===== src/rtl/freq_meter.sv =====
// freq_meter: measures period and high time of an asynchronous square wave
// in clk cycles, flags loss of signal and reports lock against an expected period.
`timescale 1ns/1ps
module freq_meter #(
    parameter int unsigned      CNT_W      = 20,
    parameter logic [CNT_W-1:0] TIMEOUT    = 20'd1_000_000,
    parameter logic [CNT_W-1:0] EXP_PERIOD = 20'd200,
    parameter logic [CNT_W-1:0] TOL        = 20'd2
) (
    input  logic             clk,
    input  logic             rst_n,
    input  logic             sig_in,
    input  logic             enable,
    output logic [CNT_W-1:0] period,
    output logic [CNT_W-1:0] high_time,
    output logic             meas_valid,
    output logic             timeout,
    output logic             locked
);

    typedef enum logic [1:0] {IDLE, ARM, MEASURE} state_t;

    state_t           state, state_d;
    logic             s1, s2, d;
    logic             rise, fall, in_tol;
    logic [CNT_W-1:0] cnt, cnt_d;
    logic [CNT_W-1:0] h_lat, h_lat_d;
    logic [CNT_W-1:0] period_d, high_time_d;
    logic             meas_valid_d, timeout_d, locked_d;
    logic             prev_ok, prev_ok_d;

    // Edge detection shares one s2/d pair, so rise and fall are mutually exclusive
    // and carry the same latency, which cancels out of every measurement.
    assign rise = s2 & ~d;
    assign fall = ~s2 & d;

    // Absolute deviation check done on whichever ordering keeps the subtraction non-negative.
    assign in_tol = (cnt >= EXP_PERIOD) ? ((cnt - EXP_PERIOD) <= TOL)
                                        : ((EXP_PERIOD - cnt) <= TOL);

    // Synchroniser and edge-detect delay register.
    always_ff @(posedge clk or negedge rst_n) begin
        if (!rst_n) begin
            s1 <= 1'b0;
            s2 <= 1'b0;
            d  <= 1'b0;
        end else begin
            s1 <= sig_in;
            s2 <= s1;
            d  <= s2;
        end
    end

    // State and measurement registers.
    always_ff @(posedge clk or negedge rst_n) begin
        if (!rst_n) begin
            state      <= IDLE;
            cnt        <= '0;
            h_lat      <= '0;
            period     <= '0;
            high_time  <= '0;
            meas_valid <= 1'b0;
            timeout    <= 1'b0;
            locked     <= 1'b0;
            prev_ok    <= 1'b0;
        end else begin
            state      <= state_d;
            cnt        <= cnt_d;
            h_lat      <= h_lat_d;
            period     <= period_d;
            high_time  <= high_time_d;
            meas_valid <= meas_valid_d;
            timeout    <= timeout_d;
            locked     <= locked_d;
            prev_ok    <= prev_ok_d;
        end
    end

    // Next-state and next-value logic; priority is enable, then rise, then timeout, then fall.
    always_comb begin
        state_d      = state;
        cnt_d        = cnt;
        h_lat_d      = h_lat;
        period_d     = period;
        high_time_d  = high_time;
        meas_valid_d = 1'b0;
        timeout_d    = timeout;
        locked_d     = locked;
        prev_ok_d    = prev_ok;

        if (!enable) begin
            state_d   = IDLE;
            cnt_d     = '0;
            timeout_d = 1'b0;
            locked_d  = 1'b0;
            prev_ok_d = 1'b0;
        end else begin
            case (state)
                IDLE: begin
                    cnt_d     = '0;
                    timeout_d = 1'b0;
                    locked_d  = 1'b0;
                    prev_ok_d = 1'b0;
                    state_d   = ARM;
                end
                ARM: begin
                    if (rise) begin
                        cnt_d   = CNT_W'(1);
                        state_d = MEASURE;
                    end
                end
                MEASURE: begin
                    if (rise) begin
                        period_d     = cnt;
                        high_time_d  = h_lat;
                        meas_valid_d = 1'b1;
                        cnt_d        = CNT_W'(1);
                        timeout_d    = 1'b0;
                        prev_ok_d    = in_tol;
                        locked_d     = in_tol & prev_ok;
                    end else if (cnt == TIMEOUT) begin
                        timeout_d = 1'b1;
                        locked_d  = 1'b0;
                        prev_ok_d = 1'b0;
                        state_d   = ARM;
                    end else begin
                        cnt_d = cnt + 1'b1;
                        if (fall) begin
                            h_lat_d = cnt;
                        end
                    end
                end
                default: begin
                    state_d = IDLE;
                end
            endcase
        end
    end

endmodule


===== config.mk =====
export PLATFORM = sky130hd
export DESIGN_NAME = freq_meter
export DESIGN_NICKNAME = d
export VERILOG_FILES = /design/src/rtl/freq_meter.sv
export SDC_FILE = /design/constraint.sdc
export NUM_CORES = 1
export LEC_CHECK = 0
export ABC_AREA = 1
export CAP_MARGIN = 40
export CORE_ASPECT_RATIO = 1.25
export CORE_MARGIN = 5
export CORE_UTILIZATION = 64
export CTS_BUF_LIST = sky130_fd_sc_hd__clkbuf_2
export DETAILED_ROUTE_END_ITERATION = 8
export GPL_TIMING_DRIVEN = 0
export HOLD_SLACK_MARGIN = 0.12
export MAX_ROUTING_LAYER = met4
export PLACE_DENSITY = 0.89
export RECOVER_POWER = 50
export SLEW_MARGIN = 15
export SYNTH_ARGS = -nofsm -noshare
export SYNTH_HDL_FRONTEND = slang
export SYNTH_SLANG_ARGS = --single-unit

===== constraint.sdc =====
create_clock -name clk -period 5.89 [get_ports clk]
set_input_delay 0.8835 -clock clk [delete_from_list [all_inputs] [get_ports clk]]
set_output_delay 0.8835 -clock clk [all_outputs]
set_load 0.01 [all_outputs]

==> summary.txt, run 1 <==
Job
  – Max-cap violations: 1

Floorplan
  – Boundary pin count: 47
  – Initial core utilization: 66.47%
  – Die Y: 108.3 µm
  – Die W: 88.65 µm
  – Num rows: 35
  – Die area: 9602 µm²
  – Core box area: 7445 µm²

Worst hold path
  – Hold path start: s1
  – Worst hold stages: 0
  – Hold Path Class: flop to flop
  – Hold path endpoint: s2

Clock network
  – CTS Buf Count: 9
  – CTS tree: yes
  – CTS clk-pin slew, worst paths: 260 ps
  – Post-cts resize count: 0
  – # H-tree levels: 3
  – CTS max path bufs: 2
  – Cts hold-fix bufs: 0
  – Clock latency on the worst-skew pair: 550 ps
  – Total setup buffers inserted after CTS: 0
  – Clk sink count: 89
  – Root Driver: clkbuf_2

Logic synthesis
  – Post-Syn Nets: 682
  – Yosys reg bits: 89
  – Area share of the largest cell type after synthesis: 45.01%
  – Synth unique cells: 32
  – Post-synth ARST share: 100.0%
  – Top_reg_cell synth: dfrtp_1
  – Post-synthesis sequential area ratio: 45.01%
  – Post-synthesis cell count: 667
  – Syn Area/Cell: 7.419 µm²
  – Synthesized area: 4948 µm²
  – Number of flops mapped to enable cells by yosys: 0
  – Synth area leaders: dfrtp_1 45%, nand2_1 18%, o21ai_0 5.1%, nand3_1 4.3%, nor2_1 4.3%
  – Synth area leader: dfrtp_1
  – Yosys warnings: 0

Layout
  – Final #Nets: 740
  – Area Growth Syn to Fin: 12.97%
  – Fill cells: 572
  – Sequential Area: 2227 µm²
  – Fraction of layout cells with a size suffix above 1: 9.041%
  – Final cell count without fillers: 822
  – Multi-input logic area: 2351 µm²
  – N_diodes: 0

Worst setup path
  – Slowest CP cell: clkdlybuf4s50_1
  – Reg-to-Reg Start: cnt[0]
  – Cell mode on critical path: nor2_1
  – WP data arrival: 3180 ps
  – Crit-path max cell delay: 540 ps
  – FF-to-FF path depth: 9
  – CP endpoint kind: flop
  – Worst endpoint required time: 6400 ps
  – Worst Setup Path Type: input port to flop
  – Startpoint Class: input port
  – Crit path max fanout: 7
  – End of the worst register-to-register path: h_lat[4]
  – R2R Setup Slk: 3270 ps
  – Cells along the critical path: clkdlybuf4s50_1 -> inv_1 -> nor2_1 -> inv_1 -> nor2_1 -> inv_1 -> nor2_1 -> nor2_2 -> clkinv_2 -> o21ai_0 -> nor2_1

Pwr
  – Internal Power: 0.0007621 W
  – Clk pwr share: 23.1%
  – Switching Fraction: 36.05%
  – Pwr/cell area: 213.2 nW/µm²
  – Sequential share of power: 53.8%
  – Combinational Power Share: 23.1%
  – Switching power: 0.0004296 W
  – Pleak: 2.743 nW
  – Peak supply drop: 0.2598 mV

Routing
  – Routed vias: 4867
  – DRC errors left: 0
  – Vias per cell: 5.921
  – DRT iter0 DRCs: 416
  – Final ANT Viol Nets: 0
  – WL final: 13940 µm
  – DRT Pass-1 Iters: 6
  – DR WL/cell: 16.96 µm

Global routing
  – Met1 Use GR: 36.82%
  – All-Layer GR Usage: 31.51%
  – Grt met3 use: 5.107%
  – Met2 usage: 51.59%
  – First-pass GRT wire length: 22660 µm
  – Congestion Overflow GR: 0
  – Initial antenna violation count: 0
  – Vias in the first global route: 4720
  – Largest net degree at the start of global routing: 47
  – Most crowded layer after global routing: met2

Placement
  – GPL Wtd Cong: 1.026
  – Hpwl dp: 10480 µm
  – Port Buf Inserts: 46
  – Placed insts: 806

STA
  – Final setup viols: 0
  – Slew Limit Fails: 46
  – Worst-Margin Slew: 2335 ps
  – Final Hold Viols: 0
  – Tmin final: 2671 ps
  – Slew HR: -55.68%
  – Tcrit/Tclk final: 45.35%
  – RSZ-0062 raised after global routing: no
  – Setup_tns: 0 ps
  – Hold Worst Slack: 381.3 ps
  – Clock skew: 30.84 ps
  – Max Clk Rate: 374.4 MHz

Outcome
  – Status: finished with violations
  – Failing checks: capacitance limit, slew limit
[critical path: cells and delay by family]
| family | cells | cell delay, ps |
|---|---|---|
| compound gates | 1 | 90 |
| simple gates | 5 | 1260 |
| buf+inv | 5 | 950 |
[kinds of logic after synthesis]
| kind of cell | Yosys count | synth area share [%] |
|---|---|---|
| XOR/XNOR | 7 | 1.239 |
| AND/OR/NAND/NOR | 402 | 35.22 |
| AO/OA/AOI/OAI | 82 | 8.951 |
| adder cells (fa/ha/maj) | 11 | 2.781 |
| buffers and inverters | 76 | 6.802 |
| flip-flops | 89 | 45.01 |
[per-layer routing]
metal / share of wire, % / vias up
li1: - / 2252
met1: 38 / 2265
met2: 49 / 280
met3: 7.4 / 70
met4: 5.2 / 0
met5: 0 / -
[placed cells by master (no fill, tap or decap), types with 6 or more instances in the layout]
master           count
dfrtp_1             89
a21oi_1             18
nand3_1             44
clkbuf_2            10
nor3_1              15
nor2_1              59
inv_1               41
ha_1                11
xor2_1               7
nand4_1             17
buf_2                9
o21ai_0             54
inv_2                7
nor2_2               6
nand2_1            244
nand2_2              9
clkdlybuf4s50_1     44
clkbuf_1            10
[registers in the layout (all words and copies together), names as in the netlist]
| name | count |
|---|---|
| locked | 1 |
| prev_ok | 1 |
| timeout | 1 |
| s2 | 1 |
| meas_valid | 1 |
| cnt | 20 |
| d | 1 |
| state | 2 |
| high_time | 20 |
| h_lat | 20 |
| s1 | 1 |
| period | 20 |
[power by group through the flow]
stage / registers [W] / clock network, W / logic, W
floorplan: 0.000650 / 0 / 0.000189
detailed placement: 0.000651 / 0 / 0.000276
CTS: 0.000641 / 0.000271 / 0.000276
finish: 0.000641 / 0.000275 / 0.000276
global route: 0.000644 / 0.000303 / 0.000298
global placement: 0.000651 / 0 / 0.000266
[worst max-delay path by stage]
stage	cells past startpoint	end	from	slack [ps]
after floorplan	15	locked	cnt[0]	3980
after global placement	1	prev_ok	rst_n	960
after detailed placement	11	cnt[14]	enable	3130
after CTS	1	period[2]	period[2]	3460
after global routing	10	cnt[14]	state[0]	2980
final	11	cnt[14]	enable	3220
[final cells by class]
cell class / count / share of cell area [%]
clock inverters: 6 / 0.7386
plain buffers: 25 / 2.484
well taps: 92 / 2.059
repair buffers: 47 / 8.483
inverters: 51 / 3.447
multi-input cells: 502 / 42.05
clock buffers: 10 / 0.8953
flip-flops and latches: 89 / 39.84
[metrics by stage]
| step | cell area [µm²] | worst slack, ps | utilization, % | power (W) |
|---|---|---|---|---|
| after floorplan | 4949 | 3984 | - | 0.0008382 |
| after global placement | 5524 | 962.2 | 74.20 | 0.0009173 |
| after detailed placement | 5542 | 3129 | 74.44 | 0.0009269 |
| after CTS | 5633 | 3462 | 75.66 | 0.001188 |
| after global routing | 5590 | 2980 | 75.09 | 0.001245 |
| final | 5590 | 3219 | 75.09 | 0.001192 |
[cell usage after synthesis (2+ instances only)]
master	instances
nand4_1	17
nor2_4	4
o21ai_1	7
inv_2	7
a21oi_2	3
buf_2	10
ha_1	11
nor2_2	6
nor3_1	14
nor2_1	57
clkbuf_1	7
dfrtp_1	89
nand2_1	243
nor3_2	4
inv_1	41
a21oi_1	18
xor2_1	7
clkinv_1	2
nand2_2	10
buf_6	2
nand3_1	43
o21ai_0	50
buf_4	6
Note: power is estimated with default switching activity, not from simulation.
==> inputs of run 2 (changes only) <==
--- a/config.mk
+++ b/config.mk
@@ -9,13 +9,13 @@
 export CAP_MARGIN = 40
 export CORE_ASPECT_RATIO = 1.25
 export CORE_MARGIN = 5
-export CORE_UTILIZATION = 64
+export CORE_UTILIZATION = 54
 export CTS_BUF_LIST = sky130_fd_sc_hd__clkbuf_2
 export DETAILED_ROUTE_END_ITERATION = 8
 export GPL_TIMING_DRIVEN = 0
 export HOLD_SLACK_MARGIN = 0.12
 export MAX_ROUTING_LAYER = met4
-export PLACE_DENSITY = 0.89
+export PLACE_DENSITY = 0.8
 export RECOVER_POWER = 50
 export SLEW_MARGIN = 15
 export SYNTH_ARGS = -nofsm -noshare
==> constraint.sdc (replaced) <==
create_clock -name clk -period 2.3 [get_ports clk]
set_input_delay 0.345 -clock clk [delete_from_list [all_inputs] [get_ports clk]]
set_output_delay 0.345 -clock clk [all_outputs]
set_load 0.01 [all_outputs]
==> run 2 against run 1 <==
The run now ends clean. Power grew to 2.6 times the previous value. Sequential share of layout area down 0.98 points. Routed wire length grew 3.3%. Clock skew hardly changed. Flip-flop and latch count stayed put. Combinational power increased to 2.9 times the previous value. Core utilization shrank 12 points. Non-clock buffer count is 6 higher. Critical path depth is the same. Global-route usage decreased by 3.3 points. Critical path type is now flop to flop. Largest power group unchanged. Highest routed layer unchanged.
==> summary.txt, run 2 (synthesis gave the netlist of run 1 again) <==
STA
  – Tcrit/Tclk final: 93.07%
  – Worst-Margin Slew: 1018 ps (-1317 ps)
  – Max Clk Rate: 467.2 MHz
  – Clock skew: 30.94 ps (+0.09860 ps)
  – Final setup viols: 0 (unchanged)
  – Final Hold Viols: 0 (unchanged)
  – Slew HR: 32.11% (+88 points)
  – Slew Limit Fails: 0 (-100%)
  – Setup_tns: 0 ps (unchanged)
  – Tmin final: 2141 ps
  – Fin worst setup slack: 159.4 ps (-3059 ps)
  – RSZ-0062 raised after global routing: no

Outcome
  – Status: finished, final reports clean

Global routing
  – First-pass GRT wire length: 23320 µm (+2.9%)
  – Initial antenna violation count: 0 (unchanged)
  – Largest net degree at the start of global routing: 50 (+6.4%)
  – Vias in the first global route: 4526 (-4.1%)
  – All-Layer GR Usage: 28.22% (-3.3 points)
  – Congestion Overflow GR: 0 (unchanged)

Layout
  – Final #Nets: 746 (+0.81%)
  – Sequential Area: 2232 µm² (+0.22%)
  – Area Growth Syn to Fin: 16.08%
  – N_diodes: 0 (unchanged)
  – Commonest non-fill, non-tap cell in the layout: nand2_1
  – Fill cells: 832 (+45%)
  – Multi-input logic area: 2410 µm² (+2.5%)
  – Final Util: 63.29% (-12 points)
  – Fraction of layout cells with a size suffix above 1: 12.52% (+3.5 points)
  – Most frequent cells in the layout: 242 x nand2_1, 85 x dfrtp_1, 54 x nor2_1

Worst hold path
  – Hold Path Class: input port to flop

Placement
  – Hpwl dp: 10870 µm (+3.8%)
  – Port Buf Inserts: 46 (unchanged)
  – Setup WS pre-CTS: -69.45 ps (-3199 ps)
  – GPL Wtd Cong: 0.9991 (-2.7%)

Clock network
  – CTS clk-pin slew, worst paths: 240 ps (-20 ps)
  – Clk sink count: 89 (unchanged)
  – # H-tree levels: 3 (unchanged)
  – Root Driver: clkbuf_2
  – Clock latency on the worst-skew pair: 550 ps (about the same)
  – CTS tree: yes
  – CTS Buf Count: 9 (unchanged)
  – CTS max path bufs: 2 (unchanged)

Worst setup path
  – WP data arrival: 2640 ps (-540 ps)
  – Worst Setup Path Type: flop to flop
  – R2R Setup Slk: 160 ps (-3110 ps)
  – Startpoint Class: flop
  – Crit path max fanout: 7 (unchanged)
  – Worst endpoint required time: 2800 ps (-3600 ps)
  – CP endpoint kind: flop

Floorplan
  – Num rows: 39 (+11%)
  – Initial core utilization: 54.52% (-12 points)
  – Die area: 11190 µm² (+17%)
  – Die Y: 117.0 µm (+8.0%)
  – Die W: 95.62 µm (+7.9%)
  – Boundary pin count: 47 (unchanged)
  – Core box area: 9076 µm² (+22%)

Routing
  – WL final: 14400 µm (+3.3%)
  – Routed vias: 4719 (-3.0%)
  – Final ANT Viol Nets: 0 (unchanged)
  – DRT Pass-1 Iters: 5 (-1)
  – DR WL/cell: 16.78 µm (-1.0%)
  – DRC errors left: 0 (unchanged)
  – Vias per cell: 5.500 (-7.1%)
  – DRT iter0 DRCs: 361 (-13%)

Pwr
  – Pleak: 2.836 nW (+3.4%)
  – Pwr/cell area: 543.3 nW/µm² (+150%)
  – Peak supply drop: 0.4758 mV (+83%)
  – Tot Pwr: 0.003121 W (+160%)

Job
  – Max-cap violations: 0 (-1)
## run 2: area by class of cell
cell class,instances,area share (%)
Clock buffer,9,0.7841
Inverter,51,3.594
Sequential cell,89,38.86
Multi-Input combinational cell,502,41.95
Timing Repair Buffer,53,8.887
Clock inverter,6,0.6099
Tap cell,123,2.679
Buffer,25,2.636
## run 2: through the flow
stage	area [µm²]	cells	hold slack [ps]
after floorplan	4949	667	49.41
after global placement	5563	836	337.2
after detailed placement	5588	837	345.1
after CTS	5680	853	177.1
after global routing	5744	858	288.2
final	5744	858	351.6
## run 2: worst max-delay path, stage by stage (launching register included)
cell	delay, ps
dfrtp_2	490
ha_1	340
nand2_1	150
nor2_2	200
nand2_1	100
nor2_1	100
inv_1	60
nor2_1	240
nand2_1	90
nor3_1	140
a21oi_1	90
nor2_1	110
## run 2: worst paths after layout
kind / from / endpoint / cells after the start
worst max-delay path: cnt[1] / cnt[14] / 11
worst min-delay path: sig_in / s1 / 1
worst max register to register: cnt[1] / cnt[14] / 11
worst min register to register: s1 / s2 / 0
max in group asynchronous: rst_n / high_time[12] / 3
min in group asynchronous: rst_n / cnt[10] / 2
## run 2: metal layers
layer  vias up  share of wire [%]  wire [µm]  track usage (%)
li1       2279                  -          -                -
met1      2205                 41       5907            34.70
met2       184                 49       7054            45.83
met3        51                5.9        843            4.476
met4         0                4.1        595            12.62
met5         -                  0          0                -
## run 2: report_power, final
group	switching [W]	internal, W
Sequential	0.0000359	0.00161
Clock	0.000542	0.000129
Combinational	0.000549	0.000258
## run 2: timing repair
action / 4_1_cts / 5_1_grt
gates resized for setup: 2 / 23
buffers inserted: 0 / 5
hold buffers: 1 / 0
cloned: 0 / 0
pin swaps: 0 / 1
hold endpoints to repair: 40 / 0
endpoints found under the setup margin: 12 / 58
==> inputs of run 3 (changes only) <==
--- a/config.mk
+++ b/config.mk
@@ -11,6 +11,7 @@
 export CORE_MARGIN = 5
 export CORE_UTILIZATION = 54
 export CTS_BUF_LIST = sky130_fd_sc_hd__clkbuf_2
+export CTS_CLUSTER_SIZE = 25
 export DETAILED_ROUTE_END_ITERATION = 8
 export GPL_TIMING_DRIVEN = 0
 export HOLD_SLACK_MARGIN = 0.12
==> results of run 3 <==
The final DEF is identical to that of run 2; final timing and power are the same.
